### src/rtl/fetch_pkg.sv
`default_nettype none
// ============================================================================
// Module      : fetch_pkg
// Description : Shared types and defaults for the instruction-fetch
//               sequencing controller. Holds the controller state encoding,
//               the redirect-source encoding and the default XLEN and reset
//               vector.
// Revision    : 1.0 - initial release
// ============================================================================
package fetch_pkg;

  localparam int          XLEN_DEFAULT         = 32;
  localparam logic [31:0] RESET_VECTOR_DEFAULT = 32'h0000_0000;

  typedef enum logic [1:0] {
    BOOT   = 2'd0,
    RUN    = 2'd1,
    SQUASH = 2'd2
  } fetch_state_t;

  typedef enum {
    REDIR_NONE,
    REDIR_TRAP,
    REDIR_BR,
    REDIR_JAL
  } redir_src_t;

endpackage
`default_nettype wire

### src/rtl/redirect_arb.sv
`default_nettype none
// ============================================================================
// Module      : redirect_arb
// Description : Fixed-priority selector for PC redirect sources.
//               Priority is trap > branch/jalr > jal; only the winner is
//               reported, losers are dropped.
// Ports       : trap_req/trap_target  - trap redirect
//               br_req/br_target      - EX-stage branch/jalr redirect
//               jal_req/jal_target    - ID-stage jal redirect
//               redir_valid           - some source is requesting
//               redir_src             - winning source
//               redir_target          - winning target address
// Revision    : 1.0 - initial release
// ============================================================================
module redirect_arb
  import fetch_pkg::*;
#(
  parameter int XLEN = XLEN_DEFAULT
) (
  input  logic            trap_req,
  input  logic [XLEN-1:0] trap_target,
  input  logic            br_req,
  input  logic [XLEN-1:0] br_target,
  input  logic            jal_req,
  input  logic [XLEN-1:0] jal_target,
  output logic            redir_valid,
  output redir_src_t      redir_src,
  output logic [XLEN-1:0] redir_target
);

  always_comb begin
    redir_valid  = 1'b0;
    redir_src    = REDIR_NONE;
    redir_target = '0;
    if (trap_req) begin
      redir_valid  = 1'b1;
      redir_src    = REDIR_TRAP;
      redir_target = trap_target;
    end else if (br_req) begin
      redir_valid  = 1'b1;
      redir_src    = REDIR_BR;
      redir_target = br_target;
    end else if (jal_req) begin
      redir_valid  = 1'b1;
      redir_src    = REDIR_JAL;
      redir_target = jal_target;
    end
  end

endmodule
`default_nettype wire

### src/rtl/fetch_ctrl.sv
`default_nettype none
// ============================================================================
// Module      : fetch_ctrl
// Description : Instruction-fetch sequencing controller. Arbitrates PC
//               redirects and load-use stalls into the ifu PC controls, runs
//               the imem req/gnt/rvalid handshake, tracks in-flight fetches
//               and squashes wrong-path responses after a redirect.
// Build macro : FETCH_PERF_EN - adds perf_stall_cycles / perf_redirects.
// Ports       : i_clk, i_rst (async, active-high)
//               trap_/br_/jal_ req+target - redirect sources
//               hazard_stall              - load-use stall
//               imem_req/imem_gnt/imem_rvalid - imem handshake
//               stall_pc, pc_update_control, pc_update_val - ifu controls
//               flush_if, flush_id        - pipeline register kills
//               fetch_valid               - response is on the correct path
// Revision    : 1.0 - initial release
// ============================================================================
module fetch_ctrl
  import fetch_pkg::*;
#(
  parameter int              XLEN            = XLEN_DEFAULT,
  parameter int              MAX_OUTSTANDING = 2,
  parameter logic [XLEN-1:0] RESET_VECTOR    = XLEN'(RESET_VECTOR_DEFAULT)
) (
  input  logic            i_clk,
  input  logic            i_rst,
  input  logic            trap_req,
  input  logic [XLEN-1:0] trap_target,
  input  logic            br_req,
  input  logic [XLEN-1:0] br_target,
  input  logic            jal_req,
  input  logic [XLEN-1:0] jal_target,
  input  logic            hazard_stall,
  output logic            imem_req,
  input  logic            imem_gnt,
  input  logic            imem_rvalid,
  output logic            stall_pc,
  output logic            pc_update_control,
  output logic [XLEN-1:0] pc_update_val,
  output logic            flush_if,
  output logic            flush_id,
  output logic            fetch_valid
`ifdef FETCH_PERF_EN
  ,
  output logic [31:0]     perf_stall_cycles,
  output logic [31:0]     perf_redirects
`endif
);

  localparam int               CNT_W   = $clog2(MAX_OUTSTANDING + 1);
  localparam logic [CNT_W-1:0] MAX_CNT = CNT_W'(MAX_OUTSTANDING);

  fetch_state_t     r_state, w_state_next;
  logic [CNT_W-1:0] r_outstanding, w_outstanding_next;
  logic [CNT_W-1:0] r_squash_cnt, w_squash_cnt_next;

  logic             w_redir_valid;
  redir_src_t       w_redir_src;
  logic [XLEN-1:0]  w_redir_target;
  logic             w_redirect;
  logic             w_rsp;
  logic             w_accept;

  redirect_arb #(
    .XLEN (XLEN)
  ) u_redirect_arb (
    .trap_req     (trap_req),
    .trap_target  (trap_target),
    .br_req       (br_req),
    .br_target    (br_target),
    .jal_req      (jal_req),
    .jal_target   (jal_target),
    .redir_valid  (w_redir_valid),
    .redir_src    (w_redir_src),
    .redir_target (w_redir_target)
  );

  always_ff @(posedge i_clk or posedge i_rst) begin
    if (i_rst) begin
      r_state       <= BOOT;
      r_outstanding <= '0;
      r_squash_cnt  <= '0;
    end else begin
      r_state       <= w_state_next;
      r_outstanding <= w_outstanding_next;
      r_squash_cnt  <= w_squash_cnt_next;
    end
  end

  always_comb begin
    imem_req           = 1'b0;
    stall_pc           = 1'b1;
    pc_update_control  = 1'b0;
    pc_update_val      = '0;
    flush_if           = 1'b0;
    flush_id           = 1'b0;
    fetch_valid        = 1'b0;
    w_redirect         = 1'b0;
    w_accept           = 1'b0;
    w_state_next       = r_state;
    w_outstanding_next = r_outstanding;
    w_squash_cnt_next  = r_squash_cnt;
    // A response with nothing in flight is a protocol error and is dropped,
    // which also keeps the counters from wrapping below zero.
    w_rsp = imem_rvalid && (r_outstanding != '0);

    // Outputs are forced while reset is held even though BOOT is the reset
    // state, because BOOT itself drives a PC load.
    if (!i_rst) begin
      if (r_state == BOOT) begin
        pc_update_control = 1'b1;
        pc_update_val     = RESET_VECTOR;
        stall_pc          = 1'b0;
        w_state_next      = RUN;
      end else if (w_redir_valid) begin
        w_redirect         = 1'b1;
        pc_update_control  = 1'b1;
        pc_update_val      = w_redir_target;
        stall_pc           = 1'b0;
        flush_if           = 1'b1;
        flush_id           = (w_redir_src != REDIR_JAL);
        // Everything still in flight belongs to the old path.
        w_outstanding_next = r_outstanding - CNT_W'(w_rsp);
        w_squash_cnt_next  = w_outstanding_next;
        w_state_next       = (w_squash_cnt_next != '0) ? SQUASH : RUN;
      end else begin
        imem_req           = !hazard_stall && (r_outstanding < MAX_CNT);
        w_accept           = imem_req && imem_gnt;
        stall_pc           = !w_accept;
        w_outstanding_next = r_outstanding + CNT_W'(w_accept) - CNT_W'(w_rsp);
        fetch_valid        = w_rsp && (r_squash_cnt == '0);
        if (w_rsp && (r_squash_cnt != '0)) begin
          w_squash_cnt_next = r_squash_cnt - 1'b1;
        end
        w_state_next = (w_squash_cnt_next != '0) ? SQUASH : RUN;
      end
    end
  end

`ifdef FETCH_PERF_EN
  logic [31:0] r_perf_stall_cycles;
  logic [31:0] r_perf_redirects;

  always_ff @(posedge i_clk or posedge i_rst) begin
    if (i_rst) begin
      r_perf_stall_cycles <= '0;
      r_perf_redirects    <= '0;
    end else begin
      if (stall_pc && (r_state != BOOT)) begin
        r_perf_stall_cycles <= r_perf_stall_cycles + 32'd1;
      end
      if (w_redirect) begin
        r_perf_redirects <= r_perf_redirects + 32'd1;
      end
    end
  end

  assign perf_stall_cycles = r_perf_stall_cycles;
  assign perf_redirects    = r_perf_redirects;
`endif

endmodule
`default_nettype wire

### config.mk
export PLATFORM = sky130hd
export DESIGN_NAME = fetch_ctrl
export DESIGN_NICKNAME = d
export VERILOG_FILES = /design/src/rtl/fetch_pkg.sv /design/src/rtl/redirect_arb.sv /design/src/rtl/fetch_ctrl.sv
export SDC_FILE = /design/constraint.sdc
export NUM_CORES = 1
export LEC_CHECK = 0
export ABC_AREA = 1
export CAP_MARGIN = 20
export CELL_PAD_IN_SITES_DETAIL_PLACEMENT = 0
export CELL_PAD_IN_SITES_GLOBAL_PLACEMENT = 1
export CORE_ASPECT_RATIO = 1.2
export CORE_UTILIZATION = 38
export DETAILED_ROUTE_END_ITERATION = 16
export DONT_BUFFER_PORTS = 1
export PLACE_DENSITY = 0.81
export SLEW_MARGIN = 40
export SYNTH_ARGS = -nofsm -noshare
export SYNTH_HDL_FRONTEND = slang
export SYNTH_SLANG_ARGS = --single-unit
### constraint.sdc
create_clock -name i_clk -period 3 [get_ports i_clk]
set_input_delay 0.45 -clock i_clk [delete_from_list [all_inputs] [get_ports i_clk]]
set_output_delay 0.45 -clock i_clk [all_outputs]
set_load 0.005 [all_outputs]
=== After elaboration in Yosys (flattened, before gate mapping) ===
Index checks and enable logic that the tools add are counted.

* Output and inout bits: 38
* Input bits: 104
* Bits in registers: 6
* Logic and storage cells: 64

* Eq/ne operators: 1
* $lt $le $gt $ge: 1
* Add/sub/neg operators: 4
* Mux-type cells: 39
* Bitwise logic cells: 2
* Reduce and logical (&&, ||, !) cells: 14

{| class="wikitable"
|+ Operator list
! cell !! count
|-
| $mux W32 || 8
|-
| $ne A32 B3 Y1 const B || 1
|-
| $mux W2 || 11
|-
| $mux W1 || 20
|-
| $reduce_bool A2 Y1 || 4
|-
| $logic_and A1 B1 Y1 || 5
|-
| $logic_not A2 Y1 || 2
|-
| $sub A2 B1 Y2 || 2
|-
| $add A2 B1 Y2 || 1
|-
| $logic_not A1 Y1 || 2
|-
| $lt A2 B2 Y1 const B || 1
|-
| $not A1 Y1 || 2
|-
| $reduce_and A2 Y1 || 1
|-
| $sub A2 B1 Y2 const B || 1
|}

=== Depth between registers and ports, before layout ===
* Depth in word-level cells: 11
* Gate-level depth with buffers: 10
* Gate-level depth less buffers: 10

=== Modules after synthesis ===
Synthesis repeated with hierarchy kept, for this count alone.

* Cells, all modules: 440
* Area, all modules: 2093.3 um^2

{| class="wikitable"
|+ Modules (own cells, without submodules)
! module !! area an instance (um^2) !! instances !! sequential area each (um^2) !! cells an instance
|-
| redirect_arb || 1218.7 || 1 || 0.0 || 279
|-
| fetch_ctrl || 874.6 || 1 || 150.1 || 161
|}

=== Worst setup path after synthesis ===
No wires, ideal clock.

* Kind: input -> output
* Start: input port br_req
* End: output port stall_pc
* Arrival time: 1.312 ns
* Buffers on the path: 1
* Slack: 1.238 ns
* Required time: 2.550 ns
* Stages: 6
* Cell sequence: buf_6 -> nor3_4 -> o21ai_0 -> nand2_1 -> inv_1 -> a31oi_1

* Cells in the longest elaborated chain, start to end: 5

{| class="wikitable"
|+ RTL lines
! element !! line !! RTL
|-
| start: declaration || fetch_ctrl.sv:29 || <nowiki>input logic br_req,</nowiki>
|-
| $mux W1 || redirect_arb.sv:39 || <nowiki>end else if (br_req) begin</nowiki>
|-
| $mux W1 || redirect_arb.sv:35 || <nowiki>if (trap_req) begin</nowiki>
|-
| $mux W1 || fetch_ctrl.sv:115 || <nowiki>end else if (w_redir_valid) begin</nowiki>
|-
| $mux W1 || fetch_ctrl.sv:110 || <nowiki>if (r_state == BOOT) begin</nowiki>
|-
| $mux W1 || fetch_ctrl.sv:109 || <nowiki>if (!i_rst) begin</nowiki>
|-
| end: declaration || fetch_ctrl.sv:37 || <nowiki>output logic stall_pc,</nowiki>
|}

Every way passes these cells.

=== Worst setup path after layout ===
* Start: register r_state[1]
* End: output port pc_update_val[16]

* Cells in the longest elaborated chain, start to end: 3

{| class="wikitable"
|+ RTL lines
! element !! line !! RTL
|-
| start: declaration || fetch_ctrl.sv:53 || <nowiki>fetch_state_t r_state, w_state_next;</nowiki>
|-
| start signal: assignment || fetch_ctrl.sv:84 || <nowiki>r_state <= w_state_next;</nowiki>
|-
| $logic_not A2 Y1 || fetch_ctrl.sv:110 ||
|-
| $mux W32 || fetch_ctrl.sv:110 ||
|-
| $mux W32 || fetch_ctrl.sv:109 ||
|-
| end: declaration || fetch_ctrl.sv:39 || <nowiki>output logic [XLEN-1:0] pc_update_val,</nowiki>
|}

Every way passes these cells.

==> impl_metrics.yaml <==
run_status:
  status: "finished, final reports clean"
logic_synthesis:
  synth_area_mm2: 0.00118
  ys_types: 20
  syn-instance-count: 222
  syn_nets: 328
  ys_seq_elements: 6
  yosysWarnings: 0
  yosysSeqAreaShare_pct: 12.7
  avgSynthCellArea_um2: 5.33
cts:
  cts.root.buffer_cell: "clkbuf_4"
  cts_buffer_depth: 2
  cts_max_level: 1
  cts_resized: 0
  clk_pin_slew_ns: 0.05
  clkSinkCount: 6
  ctsHoldBuffers: 0
  insertion_delay_ns: 0.25
  post_cts_buffers: 0
  cts_buffers: 3
  cts_tree: "built"
power:
  p_leak_nw: 0.456
  p_switching_mw: 0.330
  p_clk_share_pct: 11.9
  peakVddDrop_uv: 397
  pwr-share-seq_pct: 24.0
  cellPowerDensity_mw_per_mm2: 538
  internal-power_mw: 0.304
  switching_share_pct: 52.0
  combPwrFrac_pct: 64.1
route:
  wl_per_cell_um: 15.7
  drt-vias-per-instance: 6.18
  vias: 1502
  ant_nets: 0
  drc_errors: 0
  wl_um: 3820
  drt-initial-drc-count: 42
  firstDrtPassIters: 4
floorplanning:
  io_pins: 142
  die_width_um: 52.9
  core_mm2: 0.00286
  num_rows: 21
  die_y_um: 63.1
  start_util_pct: 41.3
  die-area_mm2: 0.00334
placement:
  place_inst: 240
  place.port_buffers: 0
  hpwl_um: 2890
  place_ws_ns: 0.967
  gp_congestion: 0.943
  postPlaceCellArea_mm2: 0.00116
timing:
  finalSetupTns_ns: 0
  worstMarginPinSlew_ns: 0.762
  hold_viol_final: 0
  relSlewSlack_pct: 48.9
  skew_ns: 0.00497
  max_clock_freq_mhz: 442
  fin_crit_ns: 2.26
  setup_viol: 0
  rsz0062_at_grt: "no"
  drv_slew: 0
  layout_worst_path_cycle_share_pct: 75.4
  fin_ws_ns: 0.737
setup_path:
  cp.arrival_ns: 1.81
  cp.required_ns: 2.55
  cp-end-kind: "output port"
  cpMaxStageDelayCell: "nor2_4"
  slowest_delay_ns: 0.47
  worst-path-buf-inv: 1
  startpoint_type: "flip-flop"
  reg2reg_setup_slack_ns: 1.41
  worstSetupPathType: "flip-flop to output port"
  critPathTopFamily: "simple AND/OR/NAND/NOR gates"
  critPathMostFrequentCell: "nor2_4"
  crit_chain: "nor2_1 -> nor2_4 -> inv_2 -> nor2_4 -> o21ai_0 -> a21oi_1"
  crit_fanout: 33
final_layout:
  final_core_util_pct: 41.2
  layout.cells.non_filler: 243
  multi_input_area_um2: 900
  regArea_um2: 150
  synthToLayoutAreaGrowth_pct: -0.423
  nNetsFinal: 317
  design_area_mm2: 0.00118
  layout-drive-gt1-share_pct: 4.78
  fill_cells: 322
  diodes: 0
flow_run:
  cap_violations: 0
global_routing:
  grt-ovfl-total: 0
  grt_use_total_pct: 21.6
  grt_pass1_wl_um: 5570
  grt_max_degree: 35
  grt_pass1_vias: 1213
  antenna_found_initial: 0
hold_path:
  min-delay-path-class: "input pin to asynchronous set/reset pin"
-- cell families (layout without fill, tap and decap cells) --
group	count (synthesis)	count (layout)	share of synthesized area (%)
AO/OA/AOI/OAI	107	107	46.0
AND/OR/NAND/NOR	74	74	27.2
buffers and inverters	32	19	11.3
flip-flops	6	6	12.7
adder cells (fa/ha/maj)	2	2	2.11
XOR/XNOR	1	1	0.740
-- metrics by stage --
step	power (mW)	hold WS, ns
after floorplan	0.506	0.282
after global placement	0.561	0.326
after detailed placement	0.561	0.328
after CTS	0.640	0.0607
after global routing	0.719	0.0785
final	0.634	0.0627
-- worst reg2reg max path, stage by stage (launching register included) --
cell and delay, ns:
dfrtp_1 0.42, nor2_1 0.07, nor2_1 0.31, xnor2_1 0.17, ha_1 0.18, inv_1 0.05, nand3_1 0.07, nand3_1 0.09
a21oi_1 0.15
-- layout by cell type, fill, tap and decap left out --
master and n:
ha_1 2, a31oi_1 2, nor2_4 2, nor4_1 1
nand2_1 52, inv_2 2, clkinv_1 1, nand3_1 11
inv_1 12, buf_4 1, xnor2_1 1, dfrtp_1 6
a22oi_1 1, clkbuf_4 3, o21ai_0 34, nor2_1 7
a21oi_1 67, o21ai_1 2, a21oi_2 1, nor3_4 1
-- synth_stat cells --
master / count / area share [%]
a21oi_1: 67 / 28
a21oi_2: 1 / 0.74
a22oi_1: 1 / 0.63
a31oi_1: 2 / 1.1
buf_2: 5 / 2.1
buf_6: 1 / 0.95
clkbuf_1: 11 / 3.5
dfrtp_1: 6 / 13
ha_1: 2 / 2.1
inv_1: 13 / 4.1
inv_2: 2 / 0.63
nand2_1: 52 / 16
nand3_1: 11 / 4.7
nor2_1: 7 / 2.2
nor2_4: 2 / 1.9
nor3_4: 1 / 1.4
nor4_1: 1 / 0.53
o21ai_0: 34 / 14
o21ai_1: 2 / 0.85
xnor2_1: 1 / 0.74
-- worst paths after layout --
path                                                   start                            to  cells after the start
worst max register to register  r_outstanding[1]$_DFFE_PP0P_  r_outstanding[1]$_DFFE_PP0P_                      8
min in group i_clk                                     i_rst        r_state[1]$_DFFE_PP0N_                      2
worst max-delay path                  r_state[1]$_DFFE_PP0N_             pc_update_val[16]                      6
worst min register to register        r_state[1]$_DFFE_PP0N_        r_state[1]$_DFFE_PP0N_                      2
worst min-delay path                                   i_rst        r_state[1]$_DFFE_PP0N_                      1
max in group asynchronous                              i_rst  r_outstanding[1]$_DFFE_PP0P_                      1
-- power by group through the flow --
stage | Combinational, mW | Sequential (mW) | Clock [mW]
2_1_floorplan | 0.359 | 0.146 | 0
3_3_place_gp | 0.407 | 0.154 | 0
3_5_place_dp | 0.407 | 0.154 | 0
4_1_cts | 0.409 | 0.153 | 0.0785
5_1_grt | 0.477 | 0.159 | 0.0821
6_report | 0.406 | 0.152 | 0.0753
-- registers in the layout, indices dropped and copies added, names as in the netlist --
name and cells:
r_squash_cnt 2, r_state 2, r_outstanding 2
-- layout make-up --
| class | instances | area share [%] |
|---|---|---|
| inverters | 15 | 4.78 |
| clock buffers | 3 | 1.91 |
| well taps | 34 | 3.61 |
| multi-input cells | 184 | 76.3 |
| repair buffers | 1 | 0.637 |
| flip-flops and latches | 6 | 12.7 |
-- routing by layer --
metal	vias to the layer above	part of all wire, %	track usage [%]
met5	-	0	0
met4	0	0.68	3.95
met3	5	10	4.83
met2	91	50	37.8
met1	666	39	26.5
li1	740	-	-
Note: power is estimated with default switching activity, not from simulation.
